===== config.mk =====
export PLATFORM = sky130hd
export DESIGN_NAME = sensor_period_meter_flat
export DESIGN_NICKNAME = d
export VERILOG_FILES = /design/src/rtl/sensor_period_meter_if.sv /design/src/rtl/sensor_period_meter.sv /design/src/flat_wrapper.sv
export SDC_FILE = /design/constraint.sdc
export NUM_CORES = 1
export LEC_CHECK = 0
export CAP_MARGIN = 10
export CORE_UTILIZATION = 31
export DETAILED_ROUTE_END_ITERATION = 10
export PLACE_DENSITY_LB_ADDON = 0.12
export SKIP_CTS_REPAIR_TIMING = 1
export SYNTH_ARGS = -nofsm -noshare
export SYNTH_HDL_FRONTEND = slang
export SYNTH_SLANG_ARGS = --single-unit

===== constraint.sdc =====
create_clock -name clk -period 3.61 [get_ports clk]
set_input_delay 1.083 -clock clk [delete_from_list [all_inputs] [get_ports clk]]
set_output_delay 1.083 -clock clk [all_outputs]
set_load 0.02 [all_outputs]

===== src/rtl/sensor_period_meter_if.sv =====
// sensor_period_meter_if
//   Groups the mark-sensor input, the measurement enable and the measurement
//   results of sensor_period_meter.
//   slave  : the meter side (takes sensor_in/enable, drives the results)
//   master : the consumer side (drives sensor_in/enable, reads the results)
//   Signals:
//     sensor_in     raw active-low mark sensor, asynchronous
//     enable        measurement enable
//     sensor_level  deglitched sensor level
//     edge_pulse    one-cycle pulse per accepted mark
//     period_raw    last measured period in clk cycles
//     period_avg    moving average of the last 2^AVG_LOG2 periods
//     period_valid  strobe when the outputs update with a full history
//     timeout       marks lost
interface sensor_period_meter_if #(
  parameter int CNT_W = 32
) ();
  logic             sensor_in;
  logic             enable;
  logic             sensor_level;
  logic             edge_pulse;
  logic [CNT_W-1:0] period_raw;
  logic [CNT_W-1:0] period_avg;
  logic             period_valid;
  logic             timeout;

  modport slave (
    input  sensor_in, enable,
    output sensor_level, edge_pulse, period_raw, period_avg, period_valid, timeout
  );

  modport master (
    output sensor_in, enable,
    input  sensor_level, edge_pulse, period_raw, period_avg, period_valid, timeout
  );
endinterface


===== src/rtl/sensor_period_meter.sv =====
// sensor_period_meter
//   Synchronizes and deglitches the active-low print-mark sensor, measures the
//   clk-cycle distance between consecutive marks, keeps a moving average over
//   2^AVG_LOG2 periods and flags loss of marks.
//   Ports:
//     clk    system clock, all logic on posedge
//     rst_n  asynchronous active-low reset
//     bus    sensor_period_meter_if.slave (sensor_in, enable in; results out)
//
//   state | meaning
//   ------+-------------------------------------------------------------
//   IDLE  | no reference mark yet; period counter held at 0
//   ARMED | reference mark seen; each mark yields a period sample
module sensor_period_meter #(
  parameter int SYNC_STAGES = 2,
  parameter int GLITCH_CYC  = 16,
  parameter int CNT_W       = 32,
  parameter int TIMEOUT     = 500000,
  parameter int AVG_LOG2    = 3
) (
  input logic                  clk,
  input logic                  rst_n,
  sensor_period_meter_if.slave bus
);

  localparam int DEPTH = 1 << AVG_LOG2;
  localparam int SUM_W = CNT_W + AVG_LOG2;
  localparam int GW    = $clog2(GLITCH_CYC + 1);

  typedef enum logic {IDLE, ARMED} state_t;

  logic [SYNC_STAGES-1:0] sync_q, sync_d;
  logic [GW-1:0]          glitch_q, glitch_d;
  logic                   level_q, level_d;
  logic                   edge_q, edge_d;
  state_t                 state_q, state_d;
  logic [CNT_W-1:0]       cnt_q, cnt_d;
  logic [CNT_W-1:0]       hist_q [DEPTH];
  logic [CNT_W-1:0]       hist_d [DEPTH];
  logic [SUM_W-1:0]       sum_q, sum_d;
  logic [AVG_LOG2:0]      fill_q, fill_d;
  logic [CNT_W-1:0]       raw_q, raw_d;
  logic [CNT_W-1:0]       avg_q, avg_d;
  logic                   valid_q, valid_d;
  logic                   timeout_q, timeout_d;

  logic                   synced;
  logic [SUM_W-1:0]       sum_next;
  logic [AVG_LOG2:0]      fill_next;

  assign synced = sync_q[SYNC_STAGES-1];

  // Sync chain and deglitch filter
  always_comb begin
    sync_d   = {sync_q[SYNC_STAGES-2:0], bus.sensor_in};
    level_d  = level_q;
    glitch_d = '0;
    edge_d   = 1'b0;
    if (synced != level_q) begin
      // Count of differing cycles seen so far; the GLITCH_CYC-th one commits.
      if (glitch_q == GW'(GLITCH_CYC - 1)) begin
        level_d = synced;
        edge_d  = ~synced;
      end else begin
        glitch_d = glitch_q + GW'(1);
      end
    end
  end

  // Oldest sample drops out of the running sum as the new one enters.
  assign sum_next  = sum_q + SUM_W'(cnt_q) - SUM_W'(hist_q[DEPTH-1]);
  assign fill_next = (fill_q == (AVG_LOG2+1)'(DEPTH)) ? fill_q : fill_q + 1'b1;

  // Measurement FSM; edge_q is the accepted mark
  always_comb begin
    state_d   = state_q;
    cnt_d     = cnt_q;
    hist_d    = hist_q;
    sum_d     = sum_q;
    fill_d    = fill_q;
    raw_d     = raw_q;
    avg_d     = avg_q;
    valid_d   = 1'b0;
    timeout_d = timeout_q;
    if (!bus.enable) begin
      state_d   = IDLE;
      cnt_d     = '0;
      sum_d     = '0;
      fill_d    = '0;
      timeout_d = 1'b0;
      for (int i = 0; i < DEPTH; i++) hist_d[i] = '0;
    end else begin
      case (state_q)
        IDLE: begin
          cnt_d = '0;
          if (edge_q) begin
            state_d   = ARMED;
            timeout_d = 1'b0;
            cnt_d     = CNT_W'(1);
          end
        end
        ARMED: begin
          // A mark coinciding with cnt==TIMEOUT is still a valid period.
          if (edge_q) begin
            raw_d     = cnt_q;
            hist_d[0] = cnt_q;
            for (int i = 1; i < DEPTH; i++) hist_d[i] = hist_q[i-1];
            sum_d     = sum_next;
            fill_d    = fill_next;
            cnt_d     = CNT_W'(1);
            if (fill_next == (AVG_LOG2+1)'(DEPTH)) begin
              valid_d = 1'b1;
              avg_d   = sum_next[SUM_W-1:AVG_LOG2];
            end
          end else if (cnt_q == CNT_W'(TIMEOUT)) begin
            state_d   = IDLE;
            timeout_d = 1'b1;
            cnt_d     = '0;
            sum_d     = '0;
            fill_d    = '0;
            for (int i = 0; i < DEPTH; i++) hist_d[i] = '0;
          end else begin
            cnt_d = cnt_q + CNT_W'(1);
          end
        end
        default: state_d = IDLE;
      endcase
    end
  end

  always_ff @(posedge clk or negedge rst_n) begin
    if (!rst_n) begin
      sync_q    <= '1;
      glitch_q  <= '0;
      level_q   <= 1'b1;
      edge_q    <= 1'b0;
      state_q   <= IDLE;
      cnt_q     <= '0;
      for (int i = 0; i < DEPTH; i++) hist_q[i] <= '0;
      sum_q     <= '0;
      fill_q    <= '0;
      raw_q     <= '0;
      avg_q     <= '0;
      valid_q   <= 1'b0;
      timeout_q <= 1'b0;
    end else begin
      sync_q    <= sync_d;
      glitch_q  <= glitch_d;
      level_q   <= level_d;
      edge_q    <= edge_d;
      state_q   <= state_d;
      cnt_q     <= cnt_d;
      hist_q    <= hist_d;
      sum_q     <= sum_d;
      fill_q    <= fill_d;
      raw_q     <= raw_d;
      avg_q     <= avg_d;
      valid_q   <= valid_d;
      timeout_q <= timeout_d;
    end
  end

  assign bus.sensor_level = level_q;
  assign bus.edge_pulse   = edge_q;
  assign bus.period_raw   = raw_q;
  assign bus.period_avg   = avg_q;
  assign bus.period_valid = valid_q;
  assign bus.timeout      = timeout_q;

endmodule


===== src/flat_wrapper.sv =====
// flat-port wrapper written by rule: the top's interface ports become plain ports
module sensor_period_meter_flat 
#(
  parameter int SYNC_STAGES = 2,
  parameter int GLITCH_CYC  = 16,
  parameter int CNT_W       = 32,
  parameter int TIMEOUT     = 500000,
  parameter int AVG_LOG2    = 3
)
  (clk, rst_n, bus_sensor_in, bus_enable, bus_sensor_level, bus_edge_pulse, bus_period_raw, bus_period_avg, bus_period_valid, bus_timeout);
  sensor_period_meter_if #(.CNT_W(CNT_W)) bus_i ();
  input logic clk;
  input logic rst_n;
  input wire logic [$bits(bus_i.sensor_in)-1:0] bus_sensor_in;
  input wire logic [$bits(bus_i.enable)-1:0] bus_enable;
  output wire logic [$bits(bus_i.sensor_level)-1:0] bus_sensor_level;
  output wire logic [$bits(bus_i.edge_pulse)-1:0] bus_edge_pulse;
  output wire logic [$bits(bus_i.period_raw)-1:0] bus_period_raw;
  output wire logic [$bits(bus_i.period_avg)-1:0] bus_period_avg;
  output wire logic [$bits(bus_i.period_valid)-1:0] bus_period_valid;
  output wire logic [$bits(bus_i.timeout)-1:0] bus_timeout;
  assign bus_i.sensor_in = bus_sensor_in;
  assign bus_i.enable = bus_enable;
  assign bus_sensor_level = bus_i.sensor_level;
  assign bus_edge_pulse = bus_i.edge_pulse;
  assign bus_period_raw = bus_i.period_raw;
  assign bus_period_avg = bus_i.period_avg;
  assign bus_period_valid = bus_i.period_valid;
  assign bus_timeout = bus_i.timeout;
  sensor_period_meter #(.SYNC_STAGES(SYNC_STAGES), .GLITCH_CYC(GLITCH_CYC), .CNT_W(CNT_W), .TIMEOUT(TIMEOUT), .AVG_LOG2(AVG_LOG2)) u_core (.clk(clk), .rst_n(rst_n), .bus(bus_i));
endmodule

==> report_table.html <==
<table>
<tr><th>Metric</th><th>Value</th></tr>
<tr><th colspan="2">Outcome</th></tr>
<tr><td>Result of the run</td><td>finished, final reports clean</td></tr>
<tr><th colspan="2">Critical path</th></tr>
<tr><td>Crit path capture type</td><td>register</td></tr>
<tr><td>Startpoint type of the worst setup path</td><td>register</td></tr>
<tr><td>Count of buffering cells on the critical path with inverters included</td><td>3</td></tr>
<tr><td>Ordered list of cells on the worst path</td><td>inv_1, fa_1, inv_1, ha_1, nor2b_2, o2111ai_1, buf_4, a211oi_4, a2111oi_4, o21ai_2, a211oi_2, xnor2_2, xnor2_1, mux2_2</td></tr>
<tr><td>Top delay family on crit path</td><td>compound AO/OA/AOI/OAI gates</td></tr>
<tr><td>Start-to-end type of the worst setup path</td><td>register to register</td></tr>
<tr><td>Cell repeated most along the worst path</td><td>sky130_fd_sc_hd__inv_1</td></tr>
<tr><td>Worst path max stage delay</td><td>0.53 ns</td></tr>
<tr><td>Highest fanout seen on the critical path</td><td>4</td></tr>
<tr><td>Critical Path RT</td><td>4.05 ns</td></tr>
<tr><td>Worst EP arrival</td><td>3.94 ns</td></tr>
<tr><td>Slowest library cell on the worst path</td><td>sky130_fd_sc_hd__fa_1</td></tr>
<tr><th colspan="2">CTS</th></tr>
<tr><td>Later-pin clock latency in the skew report</td><td>0.57 ns</td></tr>
<tr><td>Number of buffers created by CTS</td><td>46</td></tr>
<tr><td>Root cell of the clock tree</td><td>sky130_fd_sc_hd__clkbuf_16</td></tr>
<tr><td>H-Tree Level Count</td><td>2</td></tr>
<tr><td>Clock Pin Slew Worst Setup and Hold Paths</td><td>0.06 ns</td></tr>
<tr><td>CTS sink cnt</td><td>403</td></tr>
<tr><td>CTS tree</td><td>built</td></tr>
<tr><td>Bufs on Longest Clock Path</td><td>3</td></tr>
<tr><th colspan="2">Route</th></tr>
<tr><td>Antenna Violating Nets Remaining</td><td>0</td></tr>
<tr><td>DRC errors left</td><td>0</td></tr>
<tr><td>Average wire length per cell after detail routing</td><td>16.14 µm</td></tr>
<tr><td>Number of iterations in the first detailed-routing pass</td><td>4</td></tr>
<tr><td>First DRT Iteration DRCs</td><td>825</td></tr>
<tr><td>Via/cell ratio</td><td>4.615</td></tr>
<tr><td>Routed Wire Length</td><td>46.63 mm</td></tr>
<tr><td>Vias after detailed routing</td><td>13330</td></tr>
<tr><th colspan="2">Final layout</th></tr>
<tr><td>Share of final-layout standard cells stronger than drive strength 1</td><td>9.924%</td></tr>
<tr><td>Final cell count without fillers</td><td>2889</td></tr>
<tr><td>Area Overhead vs Synth</td><td>19.33%</td></tr>
<tr><td>Fillers</td><td>5936</td></tr>
<tr><td>N_diodes</td><td>0</td></tr>
<tr><td>Final-stage net count</td><td>2159</td></tr>
<tr><th colspan="2">Synth</th></tr>
<tr><td>Most numerous cell types in the synthesized netlist</td><td>sky130_fd_sc_hd__nand2_1, sky130_fd_sc_hd__dfrtp_1, sky130_fd_sc_hd__o21ai_0</td></tr>
<tr><td>Synth Register Bits</td><td>403</td></tr>
<tr><td>Nets in the synthesized netlist</td><td>2057</td></tr>
<tr><td>Number of synthesis warnings</td><td>0</td></tr>
<tr><td>Sequential-to-total area share from yosys stat</td><td>54.64%</td></tr>
<tr><td>Library cell occupying the most area in the post-synthesis netlist</td><td>sky130_fd_sc_hd__dfrtp_1</td></tr>
<tr><td>Yosys top cell area share</td><td>54.21%</td></tr>
<tr><td>Most area-consuming cells after synthesis</td><td>sky130_fd_sc_hd__dfrtp_1, sky130_fd_sc_hd__nand2_1, sky130_fd_sc_hd__o21ai_0</td></tr>
<tr><td>Number of synthesized flops with an enable pin</td><td>0</td></tr>
<tr><td>Number of distinct library cells after synthesis</td><td>60</td></tr>
<tr><td>Number of instances in the synthesized netlist</td><td>1981</td></tr>
<tr><td>Mean instance size in the synthesized netlist</td><td>9.321 µm²</td></tr>
<tr><td>Most frequent cell after synthesis</td><td>sky130_fd_sc_hd__nand2_1</td></tr>
<tr><td>Most common flop cell mapped by yosys</td><td>sky130_fd_sc_hd__dfrtp_1</td></tr>
<tr><td>Async set-or-reset flop fraction in the synthesized netlist</td><td>100.0%</td></tr>
<tr><td>Mapped Area</td><td>18460 µm²</td></tr>
<tr><th colspan="2">Place</th></tr>
<tr><td>GPL Wtd Cong</td><td>0.8145</td></tr>
<tr><td>DP Worst Slack</td><td>-0.03149 ns</td></tr>
<tr><td>Number of cells after detailed placement</td><td>2805</td></tr>
<tr><td>Count of port buffers added during placement</td><td>71</td></tr>
<tr><td>HPWL reported at the end of detailed placement</td><td>31.31 mm</td></tr>
<tr><th colspan="2">Floorplanning</th></tr>
<tr><td>Full die area</td><td>60540 µm²</td></tr>
<tr><td>Die outline width</td><td>246.1 µm</td></tr>
<tr><td>Placement Rows</td><td>89</td></tr>
<tr><td>Core Region</td><td>58910 µm²</td></tr>
<tr><td>Starting utilization of the core area</td><td>31.34%</td></tr>
<tr><td>Top Ports</td><td>72</td></tr>
<tr><td>Height of the die</td><td>246.1 µm</td></tr>
<tr><th colspan="2">Power and ir drop</th></tr>
<tr><td>Switching share of total power</td><td>22.33%</td></tr>
<tr><td>Clk pwr share</td><td>48.2%</td></tr>
<tr><td>Largest voltage drop on the vdd net</td><td>0.3131 mV</td></tr>
<tr><td>LEAKAGE</td><td>9.589 nW</td></tr>
<tr><td>Switching power summed over all nets</td><td>2.046 mW</td></tr>
<tr><td>Fraction of power consumed by sequential logic</td><td>49.4%</td></tr>
<tr><td>Int Power</td><td>7.115 mW</td></tr>
<tr><td>Power density relative to cell area</td><td>415.8 nW/µm²</td></tr>
<tr><td>Share of power burned in combinational logic</td><td>2.4%</td></tr>
<tr><th colspan="2">Global route</th></tr>
<tr><td>Total routing usage reported by global routing</td><td>16.05%</td></tr>
<tr><td>Largest net degree at the start of global routing</td><td>131</td></tr>
<tr><td>Initial antenna violation count</td><td>4</td></tr>
<tr><td>First-pass GRT wire length</td><td>76.49 mm</td></tr>
<tr><td>Via count of the first global-routing pass</td><td>13220</td></tr>
<tr><td>Global route total overflow</td><td>0</td></tr>
<tr><th colspan="2">Hold path</th></tr>
<tr><td>Worst min-delay path class</td><td>register to register</td></tr>
<tr><th colspan="2">Timing</th></tr>
<tr><td>Final worst clock skew</td><td>0.02055 ns</td></tr>
<tr><td>Crit share post-route</td><td>96.86%</td></tr>
<tr><td>Slew HR</td><td>50.93%</td></tr>
<tr><td>Finish-stage setup viols</td><td>0</td></tr>
<tr><td>Maximum clock frequency</td><td>286.0 MHz</td></tr>
<tr><td>Transition time of the tightest slew-check pin</td><td>0.7361 ns</td></tr>
<tr><td>Setup ws final</td><td>0.1134 ns</td></tr>
<tr><td>Min cycle time layout</td><td>3.497 ns</td></tr>
<tr><td>Final Max Tran Viols</td><td>0</td></tr>
<tr><td>Number of hold-slack violations in the final timing report</td><td>0</td></tr>
<tr><th colspan="2">Run</th></tr>
<tr><td>Maximum capacitance violations</td><td>0</td></tr>
</table>
[logic make-up (layout without fill, tap and decap cells)]
kind of cell / after synthesis / after routing / synth area share [%]
AO/OA/AOI/OAI: 442 / 442 / 13.13
XOR/XNOR: 62 / 62 / 2.941
adder cells (fa/ha/maj): 72 / 72 / 6.180
buffers and inverters: 253 / 388 / 5.313
flip-flops: 403 / 403 / 54.64
multiplexers: 31 / 31 / 1.870
AND/OR/NAND/NOR: 718 / 718 / 15.93
[layout by cell type (no fill, tap or decap), types with 40 or more instances in the layout]
master	synthesis	routed
sky130_fd_sc_hd__buf_4	0	78
sky130_fd_sc_hd__clkbuf_16	0	47
sky130_fd_sc_hd__clkdlybuf4s50_1	0	70
sky130_fd_sc_hd__dfrtp_1	400	400
sky130_fd_sc_hd__ha_1	40	40
sky130_fd_sc_hd__inv_1	144	144
sky130_fd_sc_hd__nand2_1	565	564
sky130_fd_sc_hd__nor2_1	58	58
sky130_fd_sc_hd__o21ai_0	315	315
sky130_fd_sc_hd__xnor2_1	51	49
[worst reg2reg max path, delay by kind of cell, from the launching register on]
| kind | cells | cell delay [ns] |
|---|---|---|
| AO/OA/AOI/OAI | 5 | 1.20 |
| adder cells (fa/ha/maj) | 2 | 0.86 |
| flip-flops | 1 | 0.34 |
| buffers and inverters | 3 | 0.29 |
| multiplexers | 1 | 0.26 |
| XOR/XNOR | 2 | 0.25 |
| AND/OR/NAND/NOR | 1 | 0.18 |
[power groups by stage]
| stage | logic [mW] | registers [mW] | clock network [mW] |
|---|---|---|---|
| detailed placement | 0.230 | 4.61 | 0 |
| floorplan | 0.0790 | 4.61 | 0 |
| global route | 0.256 | 4.52 | 4.77 |
| global placement | 0.228 | 4.61 | 0 |
| finish | 0.218 | 4.53 | 4.42 |
| CTS | 0.230 | 4.52 | 4.60 |
[flip-flops by register name, indices dropped and copies added, names as in the netlist]
register                 cells
u_core.bus.timeout           1
u_core.bus.period_valid      1
u_core.bus.period_avg       32
u_core.bus.sensor_level      1
u_core.cnt_q                32
u_core.sync_q                2
u_core.bus.period_raw       32
u_core.sum_q                35
u_core.fill_q                4
u_core.glitch_q              5
u_core.bus.edge_pulse        1
u_core.hist_q              256
u_core.state_q               1
[routing by layer]
metal  part of all wire [%]  global-route usage [%]  wire [µm]
met5                      0                       0          0
met4                    2.3                   4.896       1058
met3                    3.3                   2.146       1522
met2                     42                   23.00      19700
met1                     52                   24.70      24340
[worst paths after layout]
| path | cells past startpoint | end | startpoint | slack (ns) |
|---|---|---|---|---|
| setup / recovery | 14 | u_core.bus.period_avg[31]$_DFFE_PN0P_ | u_core.sum_q[2]$_DFFE_PN0P_ | 0.11 |
| hold / removal | 0 | u_core.sync_q[1]$_DFF_PN1_ | u_core.sync_q[0]$_DFF_PN1_ | 0.35 |
| setup reg to reg | 14 | u_core.bus.period_avg[31]$_DFFE_PN0P_ | u_core.sum_q[2]$_DFFE_PN0P_ | 0.11 |
| hold reg to reg | 0 | u_core.sync_q[1]$_DFF_PN1_ | u_core.sync_q[0]$_DFF_PN1_ | 0.35 |
| max in group asynchronous | 2 | u_core.bus.period_raw[4]$_DFFE_PN0P_ | rst_n | 2.27 |
| min in group asynchronous | 1 | u_core.hist_q[185]$_DFFE_PN0P_ | rst_n | 0.51 |
[metrics by stage]
step	setup TNS [ns]	total power [mW]	utilization, %	area [µm²]	hold WS, ns
after CTS	-0.4081	9.358	37.25	21940	0.3548
after global routing	-0.01067	9.547	37.40	22030	0.3525
after global placement	0	4.835	34.89	20550	0.3462
after floorplan	0	4.687	-	18460	0.3452
after detailed placement	-0.05353	4.837	34.89	20550	0.3494
final	0	9.161	37.40	22030	0.3523
[area by class of cell]
class | count | area (µm²) | share of cell area, %
inverters | 145 | 544.3 | 2.470
flip-flops and latches | 403 | 10090 | 45.79
repair buffers | 162 | 1562 | 7.087
clock inverters | 9 | 80.08 | 0.3635
well taps | 773 | 967.2 | 4.390
clock buffers | 72 | 1310 | 5.946
multi-input cells | 1325 | 7481 | 33.95
(Power assumes the default switching activity.)
